[src/rtl/nes_clk_pkg.sv]
// Shared constants and state type for the NES clock-enable sequencer.
// Phase indices and divider ratios are expressed relative to the 21.477 MHz master clock.
package nes_clk_pkg;

    localparam int CPU_DIV = 12;
    localparam int PPU_DIV = 4;
    localparam int M2_RISE = 5;
    localparam int PHASE_W = 4;

    typedef enum logic [1:0] {
        LOCKWAIT = 2'd0,
        HOLD     = 2'd1,
        RUN      = 2'd2,
        PAUSED   = 2'd3
    } ce_state_t;

    function automatic logic is_ppu_phase(input logic [PHASE_W-1:0] p);
        return (p == PHASE_W'(0)) || (p == PHASE_W'(PPU_DIV)) || (p == PHASE_W'(2 * PPU_DIV));
    endfunction

endpackage

[src/rtl/nes_clock_enables_sync2.sv]
// Generic two-flop synchroniser with asynchronous clear.
// Used to bring the PLL lock flag into the master clock domain.
module sync2 #(
    parameter int W = 1
) (
    input  logic         clk,
    input  logic         rst,
    input  logic [W-1:0] d,
    output logic [W-1:0] q
);

    logic [W-1:0] r_meta;
    logic [W-1:0] r_sync;

    always_ff @(posedge clk or posedge rst) begin
        if (rst) begin
            r_meta <= '0;
            r_sync <= '0;
        end else begin
            r_meta <= d;
            r_sync <= r_meta;
        end
    end

    assign q = r_sync;

endmodule

[src/rtl/nes_clock_enables.sv]
// Reset sequencer and phase-aligned CPU/PPU/M2 clock enables for the NES core.
// state    | meaning
// LOCKWAIT | core held in reset until the synchronised PLL lock is seen
// HOLD     | lock seen, core reset held for RESET_CYCLES master cycles
// RUN      | phase counter running, enables generated
// PAUSED   | frozen on a CPU-cycle boundary, phase parked at 0
module nes_clock_enables
    import nes_clk_pkg::*;
#(
    parameter int RESET_CYCLES = 1024,
    parameter int COUNT_W      = 16
) (
    input  logic               clock21,
    input  logic               reset,
    input  logic               clock_locked,
    input  logic               pause_req,
    output logic               sys_reset,
    output logic               cpu_ce,
    output logic               ppu_ce,
    output logic               m2,
    output logic [3:0]         phase,
    output logic               paused,
    output logic [COUNT_W-1:0] cpu_count
);

    localparam int HOLD_W = $clog2(RESET_CYCLES);
    localparam logic [HOLD_W-1:0]  HOLD_LAST  = HOLD_W'(RESET_CYCLES - 1);
    localparam logic [PHASE_W-1:0] PHASE_LAST = PHASE_W'(CPU_DIV - 1);

    ce_state_t           r_state, w_state_nxt;
    logic [HOLD_W-1:0]   r_hold, w_hold_nxt;
    logic [PHASE_W-1:0]  r_phase, w_phase_nxt, w_phase_inc;
    logic                r_sys_reset, w_sys_reset_nxt;
    logic                r_cpu_ce, w_cpu_ce_nxt;
    logic                r_ppu_ce, w_ppu_ce_nxt;
    logic                r_m2, w_m2_nxt;
    logic                r_paused, w_paused_nxt;
    logic [COUNT_W-1:0]  r_cpu_count, w_cpu_count_nxt;
    logic                w_lock_s;

    sync2 #(.W(1)) u_lock_sync (
        .clk (clock21),
        .rst (reset),
        .d   (clock_locked),
        .q   (w_lock_s)
    );

    assign w_phase_inc = (r_phase == PHASE_LAST) ? '0 : r_phase + 1'b1;

    always_comb begin
        w_state_nxt     = r_state;
        w_hold_nxt      = r_hold;
        w_phase_nxt     = r_phase;
        w_sys_reset_nxt = r_sys_reset;
        w_cpu_ce_nxt    = 1'b0;
        w_ppu_ce_nxt    = 1'b0;
        w_m2_nxt        = 1'b0;
        w_paused_nxt    = 1'b0;

        // Lock loss outranks everything, including a pending pause.
        if (r_state != LOCKWAIT && !w_lock_s) begin
            w_state_nxt     = LOCKWAIT;
            w_sys_reset_nxt = 1'b1;
            w_phase_nxt     = '0;
        end else begin
            case (r_state)
                LOCKWAIT: begin
                    w_sys_reset_nxt = 1'b1;
                    w_phase_nxt     = '0;
                    if (w_lock_s) begin
                        w_state_nxt = HOLD;
                        w_hold_nxt  = '0;
                    end
                end
                HOLD: begin
                    if (r_hold == HOLD_LAST) begin
                        w_state_nxt     = RUN;
                        w_sys_reset_nxt = 1'b0;
                        w_phase_nxt     = '0;
                        w_cpu_ce_nxt    = 1'b1;
                        w_ppu_ce_nxt    = 1'b1;
                    end else begin
                        w_hold_nxt = r_hold + 1'b1;
                    end
                end
                RUN: begin
                    if (r_phase == PHASE_LAST && pause_req) begin
                        w_state_nxt  = PAUSED;
                        w_phase_nxt  = '0;
                        w_paused_nxt = 1'b1;
                    end else begin
                        w_phase_nxt  = w_phase_inc;
                        w_cpu_ce_nxt = (w_phase_inc == '0);
                        w_ppu_ce_nxt = is_ppu_phase(w_phase_inc);
                        w_m2_nxt     = (w_phase_inc >= PHASE_W'(M2_RISE));
                    end
                end
                PAUSED: begin
                    w_phase_nxt = '0;
                    if (!pause_req) begin
                        w_state_nxt  = RUN;
                        w_cpu_ce_nxt = 1'b1;
                        w_ppu_ce_nxt = 1'b1;
                    end else begin
                        w_paused_nxt = 1'b1;
                    end
                end
                default: begin
                    w_state_nxt     = LOCKWAIT;
                    w_sys_reset_nxt = 1'b1;
                    w_phase_nxt     = '0;
                end
            endcase
        end

        // Clearing on the next sys_reset value makes the count read 0 in the first reset cycle.
        if (w_sys_reset_nxt) begin
            w_cpu_count_nxt = '0;
        end else begin
            w_cpu_count_nxt = r_cpu_count + COUNT_W'(r_cpu_ce);
        end
    end

    always_ff @(posedge clock21 or posedge reset) begin
        if (reset) begin
            r_state     <= LOCKWAIT;
            r_hold      <= '0;
            r_phase     <= '0;
            r_sys_reset <= 1'b1;
            r_cpu_ce    <= 1'b0;
            r_ppu_ce    <= 1'b0;
            r_m2        <= 1'b0;
            r_paused    <= 1'b0;
            r_cpu_count <= '0;
        end else begin
            r_state     <= w_state_nxt;
            r_hold      <= w_hold_nxt;
            r_phase     <= w_phase_nxt;
            r_sys_reset <= w_sys_reset_nxt;
            r_cpu_ce    <= w_cpu_ce_nxt;
            r_ppu_ce    <= w_ppu_ce_nxt;
            r_m2        <= w_m2_nxt;
            r_paused    <= w_paused_nxt;
            r_cpu_count <= w_cpu_count_nxt;
        end
    end

    assign sys_reset = r_sys_reset;
    assign cpu_ce    = r_cpu_ce;
    assign ppu_ce    = r_ppu_ce;
    assign m2        = r_m2;
    assign phase     = r_phase;
    assign paused    = r_paused;
    assign cpu_count = r_cpu_count;

endmodule

[config.mk]
export PLATFORM = sky130hd
export DESIGN_NAME = nes_clock_enables
export DESIGN_NICKNAME = d
export VERILOG_FILES = /design/src/rtl/nes_clk_pkg.sv /design/src/rtl/nes_clock_enables_sync2.sv /design/src/rtl/nes_clock_enables.sv
export SDC_FILE = /design/constraint.sdc
export NUM_CORES = 1
export LEC_CHECK = 0
export ABC_AREA = 1
export ABC_CLOCK_PERIOD_IN_PS = 1300
export CAP_MARGIN = 20
export CORE_MARGIN = 3
export CORE_UTILIZATION = 56
export DETAILED_ROUTE_END_ITERATION = 8
export DONT_BUFFER_PORTS = 1
export GPL_ROUTABILITY_DRIVEN = 0
export PLACE_DENSITY = 0.76
export SLEW_MARGIN = 40
export SYNTH_ARGS = -nofsm -noshare
export SYNTH_HDL_FRONTEND = slang
export SYNTH_SLANG_ARGS = --single-unit
[constraint.sdc]
create_clock -name clock21 -period 1.3 [get_ports clock21]
set_input_delay 0.065 -clock clock21 [delete_from_list [all_inputs] [get_ports clock21]]
set_output_delay 0.065 -clock clock21 [all_outputs]
set_load 0.05 [all_outputs]
Word-level counts from Yosys, hierarchy flattened
Cells that the tools add are included.
{"block": "totals", "register_bits": 39, "input_bits": 4, "out_inout_bits": 25, "wordCells": 74}
{"block": "op_classes", "addsub": 3, "n_lt_le_gt_ge": 1, "eq_ne": 13, "muxes": 33, "bitwise": 1, "n_reduce_logical": 12}
{"operator": "two-way mux 10 bit", "count": 2}
{"operator": "one-hot mux 10 bit (2 select lines)", "count": 1}
{"operator": "adder 16 x 1 -> 16 bit", "count": 1}
{"operator": "two-way mux 16 bit", "count": 1}
{"operator": "two-way mux 4 bit", "count": 4}
{"operator": "two-way mux 1 bit", "count": 14}
{"operator": "one-hot mux 4 bit (3 select lines)", "count": 1}
{"operator": "adder 10 x 1 -> 10 bit, second input constant", "count": 1}
{"operator": "equality test 10 bit, second input constant", "count": 1}
{"operator": "two-way mux 2 bit", "count": 5}
{"operator": "!= test 3 bit, second input constant", "count": 3}
{"operator": "equality test 4 bit, second input constant", "count": 2}
{"operator": "one-hot mux 2 bit (4 select lines)", "count": 1}
{"operator": "AND reduction 4 bit", "count": 2}
{"operator": "one-hot mux 1 bit (3 select lines)", "count": 2}
{"operator": "adder 4 x 1 -> 4 bit, second input constant", "count": 1}
{"operator": "equality test 2 bit, second input constant", "count": 2}
{"operator": "equality test 4 x 3 -> 1 bit, second input constant", "count": 1}
{"operator": ">= comparator 4 x 3 -> 1 bit, second input constant", "count": 1}
{"operator": "zero test 4 bit", "count": 1}
{"operator": "one-hot mux 1 bit (2 select lines)", "count": 2}
{"operator": "nonzero test 2 bit", "count": 2}
{"operator": "!= test 3 x 2 -> 1 bit, second input constant", "count": 1}
{"operator": "equality test 2 x 1 -> 1 bit, second input constant", "count": 1}
{"operator": "8 further kinds", "count": 10}

Longest topological paths before layout
{"block": "depth", "ltp_word": 8, "ltp_mapped": 10, "depth_no_buf": 10}

By module
Synthesis repeated with hierarchy kept, for this count alone.
{"block": "hier_totals", "cells_unflattened": 269, "hier_area_um2": 2167.1}
{"mod": "nes_clock_enables", "instances": 1, "cells_each": 266, "area_per_inst_um2": 2113.3}
{"mod": "sync2", "instances": 1, "cells_each": 3, "area_per_inst_um2": 53.8}

Least setup slack after synthesis
No wires, ideal clock.
{"block": "synth_path", "kind": "flip-flop to flip-flop", "startpoint": "reg r_cpu_count[0] (netlist: cpu_count[0])", "endpoint": "reg r_cpu_count[14] (netlist: cpu_count[14])", "setup_ps": 119, "arrival_time_ps": 1783, "slack_ps": -602, "path_stages_with_launch": 10, "path_buffers": 0, "path_cell_list": "dfrtp_1 -> ha_1 -> ha_1 -> nand3_1 -> inv_1 -> nand2_1 -> nor2_1 -> nand3_1 -> nand2_1 -> nor2_1"}
{"block": "synth_between", "elab_chain_len": 2}
{"element": "start, declared", "line": "nes_clock_enables.sv:38", "source": "logic [COUNT_W-1:0] r_cpu_count, w_cpu_count_nxt;"}
{"element": "start signal, assigned", "line": "nes_clock_enables.sv:144", "source": "r_cpu_count <= w_cpu_count_nxt;"}
{"element": "adder 16 x 1 -> 16 bit", "line": "nes_clock_enables.sv:120", "source": "w_cpu_count_nxt = r_cpu_count + COUNT_W'(r_cpu_ce);"}
{"element": "two-way mux 16 bit", "line": "nes_clock_enables.sv:117", "source": "if (w_sys_reset_nxt) begin"}
{"element": "named net w_cpu_count_nxt[14]", "line": "nes_clock_enables.sv:38"}
The timed path passes the listed nets, and every way through them passes these cells.
A chain may end at the register's enable or synchronous reset.

Final worst setup path
{"block": "layout_path", "startpoint": "reg r_hold[0]", "endpoint": "reg r_hold[7]"}
{"block": "layout_between", "elab_chain_len": 3, "elab_cells_between_ends": 6}
{"element": "start, declared", "line": "nes_clock_enables.sv:31", "source": "logic [HOLD_W-1:0] r_hold, w_hold_nxt;"}
{"element": "start signal, assigned", "line": "nes_clock_enables.sv:137", "source": "r_hold <= w_hold_nxt;"}
{"element": "adder 10 x 1 -> 10 bit or equality test 10 bit (tied branches)", "line": "nes_clock_enables.sv:83, nes_clock_enables.sv:76"}
{"element": "two-way mux 10 bit or != test 2 bit (tied branches)"}
{"element": "one-hot mux 10 bit (2 select lines) or AND reduction 4 bit (tied branches)"}
Several ways; a longest one is shown, not always the timed one. The select of a mux whose other input is x is not followed.

==> flow_metrics.env <==
export IMPL_status="finished, violations left"
export IMPL_violations="negative setup slack"
export IMPL_finalWirelength_um=5280
export IMPL_layout_drive_gt1_share=0.334
export IMPL_ys_types=31
export IMPL_synth_warnings=0
export IMPL_synth_nets=283
export IMPL_internal_power_uw=2010
export IMPL_drtPass1Iterations=4
export IMPL_path_buf_inv=1
export IMPL_ios=29
export IMPL_fin_crit_sh=1.12
export IMPL_die_y_um=68.1
export IMPL_path_class="flip-flop to flip-flop"
export IMPL_grt_max_degree=40
export IMPL_wire_per_inst_um=14.0
export IMPL_crit_slowest_cell="dfrtp_1"
export IMPL_hold_viol_final=0
export IMPL_cp_max_fo=5
export IMPL_dpl_cell_area_um2=2620
export IMPL_core_area_um2=3520
export IMPL_crit_path_end_kind="flip-flop"
export IMPL_port_buffers=0
export IMPL_placed_cells=362
export IMPL_die_area_um2=4630
export IMPL_grt_pass1_wl_um=8310
export IMPL_ys_ff_latch=39
export IMPL_slew_violations=0
export IMPL_relSlewSlack=0.683
export IMPL_setup_viol=34
export IMPL_fmax_mhz=687
export IMPL_setup_worst_path_start_class="flip-flop"
export IMPL_path_cells="ha_2 > nand3_2 > nor2_4 > buf_4 > nand3_4 > nand2_2 > o21ai_0"
export IMPL_h_tree_depth=2
export IMPL_pwr_share_clk=0.250
export IMPL_power_frac_seq=0.457
export IMPL_cts_sinks=39
export IMPL_drtAntennaViolNets=0
export IMPL_grt_pass1_vias=1898
export IMPL_drc=0
export IMPL_combPwrFrac=0.293
export IMPL_fin_ws_ns=-0.155
export IMPL_hpwl_um=3550
export IMPL_yosysSeqAreaShare=0.453
export IMPL_dp_slack_ns=-0.149
export IMPL_leakagePower_uw=0.00128
export IMPL_rows=21
export IMPL_avgSynthCellArea_um2=7.91
export IMPL_grt_antenna_before_repair=0
export IMPL_hold_path_class="input port to flip-flop"
export IMPL_dieWidth_um=68.1
export IMPL_p_per_area_nw_per_um2=1100
export IMPL_rsz0062_at_grt="yes"
export IMPL_yosys_top_cells_area="dfrtp_1, nand2_1, nand3_1"
export IMPL_final_area_um2=2830
export IMPL_tightest_slew_ns=0.476
export IMPL_fin_util=0.803
export IMPL_finalCriticalPeriod_ns=1.46
export IMPL_cts_tree="built"
export IMPL_yosysTopAreaCell="dfrtp_1"
export IMPL_holdWs_ns=0.0214
export IMPL_routed_via_density=5.33
export IMPL_cts_root_buf="clkbuf_8"
export IMPL_track_usage=0.239
export IMPL_synth_cells=273
export IMPL_nets=341
export IMPL_p_sw_uw=1090
export IMPL_drt_iter0_drc=145
export IMPL_start_util=0.613
export IMPL_final_cells=378
export IMPL_crit_family="simple AND/OR/NAND/NOR gates"
export IMPL_ir_drop_uv=1170
export IMPL_switching_share=0.352
export IMPL_syn2layout_area_growth_pct=31.0
export IMPL_clk_latency_ns=0.29
export IMPL_critPathArrivalTime_ns=1.62
export IMPL_skew_ns=0.0128
export IMPL_max_cap_viol_count=0
export IMPL_slowest_delay_ns=0.36
export IMPL_clockBufferDepth=2
export IMPL_clkTransAtPathRegs_ns=0.07
export IMPL_overflow=0
export IMPL_diodes=0
export IMPL_dr_total_vias=2015
export IMPL_syn_area_um2=2160
export IMPL_critical_path_required_ns=1.46
export IMPL_cts_made_buffers=5
export IMPL_synth_top_area_frac=0.441
==> cells in the mapped netlist (all sizes together) <==
library cell and instances:
o211ai 1, o21ai 14, a21oi 2, ha 6, o21bai 3, or2 1, dfrtp 38, a31oi 1
xor2 8, o22ai 2, inv 35, nor2 43, xnor2 2, nand3b 2, a21o 1, nand4 8
nor3 1, dfstp 1, buf 4, nand2 72, nand3 28
==> cell families after synthesis <==
| kind of cell | Yosys count | share of synthesized area |
|---|---|---|
| simple gates | 155 | 0.326 |
| buf+inv | 39 | 0.0812 |
| flops | 39 | 0.453 |
| compound gates | 24 | 0.0649 |
| xor+xnor | 10 | 0.0406 |
| fa+ha+maj | 6 | 0.0348 |
==> flip-flops by register name (all words and copies together) (netlist names) <==
register,flops
cpu_count,16
r_hold,10
phase,4
r_state,2
cpu_ce,1
m2,1
paused,1
ppu_ce,1
sys_reset,1
u_lock_sync.q,1
u_lock_sync.r_meta,1
==> routing by layer <==
layer  part of all wire  wire length (um)  global-route usage  vias up
met1               0.41              2180               0.299      947
met4             0.0087                46              0.0794        0
met3              0.068               360              0.0657        5
met2               0.51              2700               0.400       75
met5                  0                 0                   0        -
li1                   -                 -                   -      988
==> stage by stage <==
stage	setup TNS [ns]	total power (uW)
after floorplan	-1.75	1930
after global placement	-0.665	2200
after detailed placement	-2.19	2210
after CTS	-2.33	3020
after global routing	-5.84	3270
final	-3.35	3100
==> power by group through the flow <==
stage / clock network (uW) / registers (uW) / logic, uW
floorplan: 0 / 1490 / 432
global placement: 0 / 1430 / 768
detailed placement: 0 / 1430 / 778
CTS: 787 / 1410 / 828
global route: 853 / 1420 / 996
finish: 776 / 1420 / 909
==> placed cells by master (no fill, tap or decap), types with 4 or more instances in the layout <==
| master | Yosys | layout |
|---|---|---|
| nand4_1 | 8 | 8 |
| nor2_2 | 9 | 14 |
| o21ai_0 | 12 | 5 |
| nand2_2 | 2 | 4 |
| dfrtp_2 | 0 | 17 |
| nor2_1 | 32 | 25 |
| xor2_1 | 8 | 8 |
| o21ai_1 | 1 | 8 |
| clkbuf_8 | 0 | 5 |
| nand2_4 | 1 | 5 |
| buf_4 | 1 | 47 |
| nor2_4 | 2 | 4 |
| nand2_1 | 69 | 67 |
| nand3_1 | 27 | 24 |
| dfrtp_1 | 38 | 21 |
| inv_1 | 35 | 34 |
==> what timing repair did <==
action                                  4_1_cts  5_1_grt
gates resized for setup                       6       11
pin swaps                                     2        5
hold endpoints to repair                     40        0
gates cloned                                  2        2
hold buffers                                  3        0
buffers inserted                              0        1
endpoints found under the setup margin       32       36
==> area by class of cell <==
class                           instances  area, um2
Fill cell                             238        693
Clock inverter                          1       5.00
Sequential cell                        39        998
Clock buffer                            7       76.3
Inverter                               35        131
Tap cell                               46       57.6
Timing Repair Buffer                   51        394
Multi-Input combinational cell        199       1160
==> final timing paths <==
check | startpoint | endpoint | slack [ns] | cells past startpoint
worst max-delay path | r_hold[0] | r_hold[7] | -0.16 | 7
worst min-delay path | pause_req | paused | 0.02 | 2
worst max register to register | r_hold[0] | r_hold[7] | -0.16 | 7
worst min register to register | u_lock_sync.r_meta | u_lock_sync.q | 0.36 | 0
max in group asynchronous | reset | cpu_count[0] | 0.61 | 3
min in group asynchronous | reset | cpu_count[3] | 0.33 | 3
No activity file was read; power rests on OpenSTA's default activity.
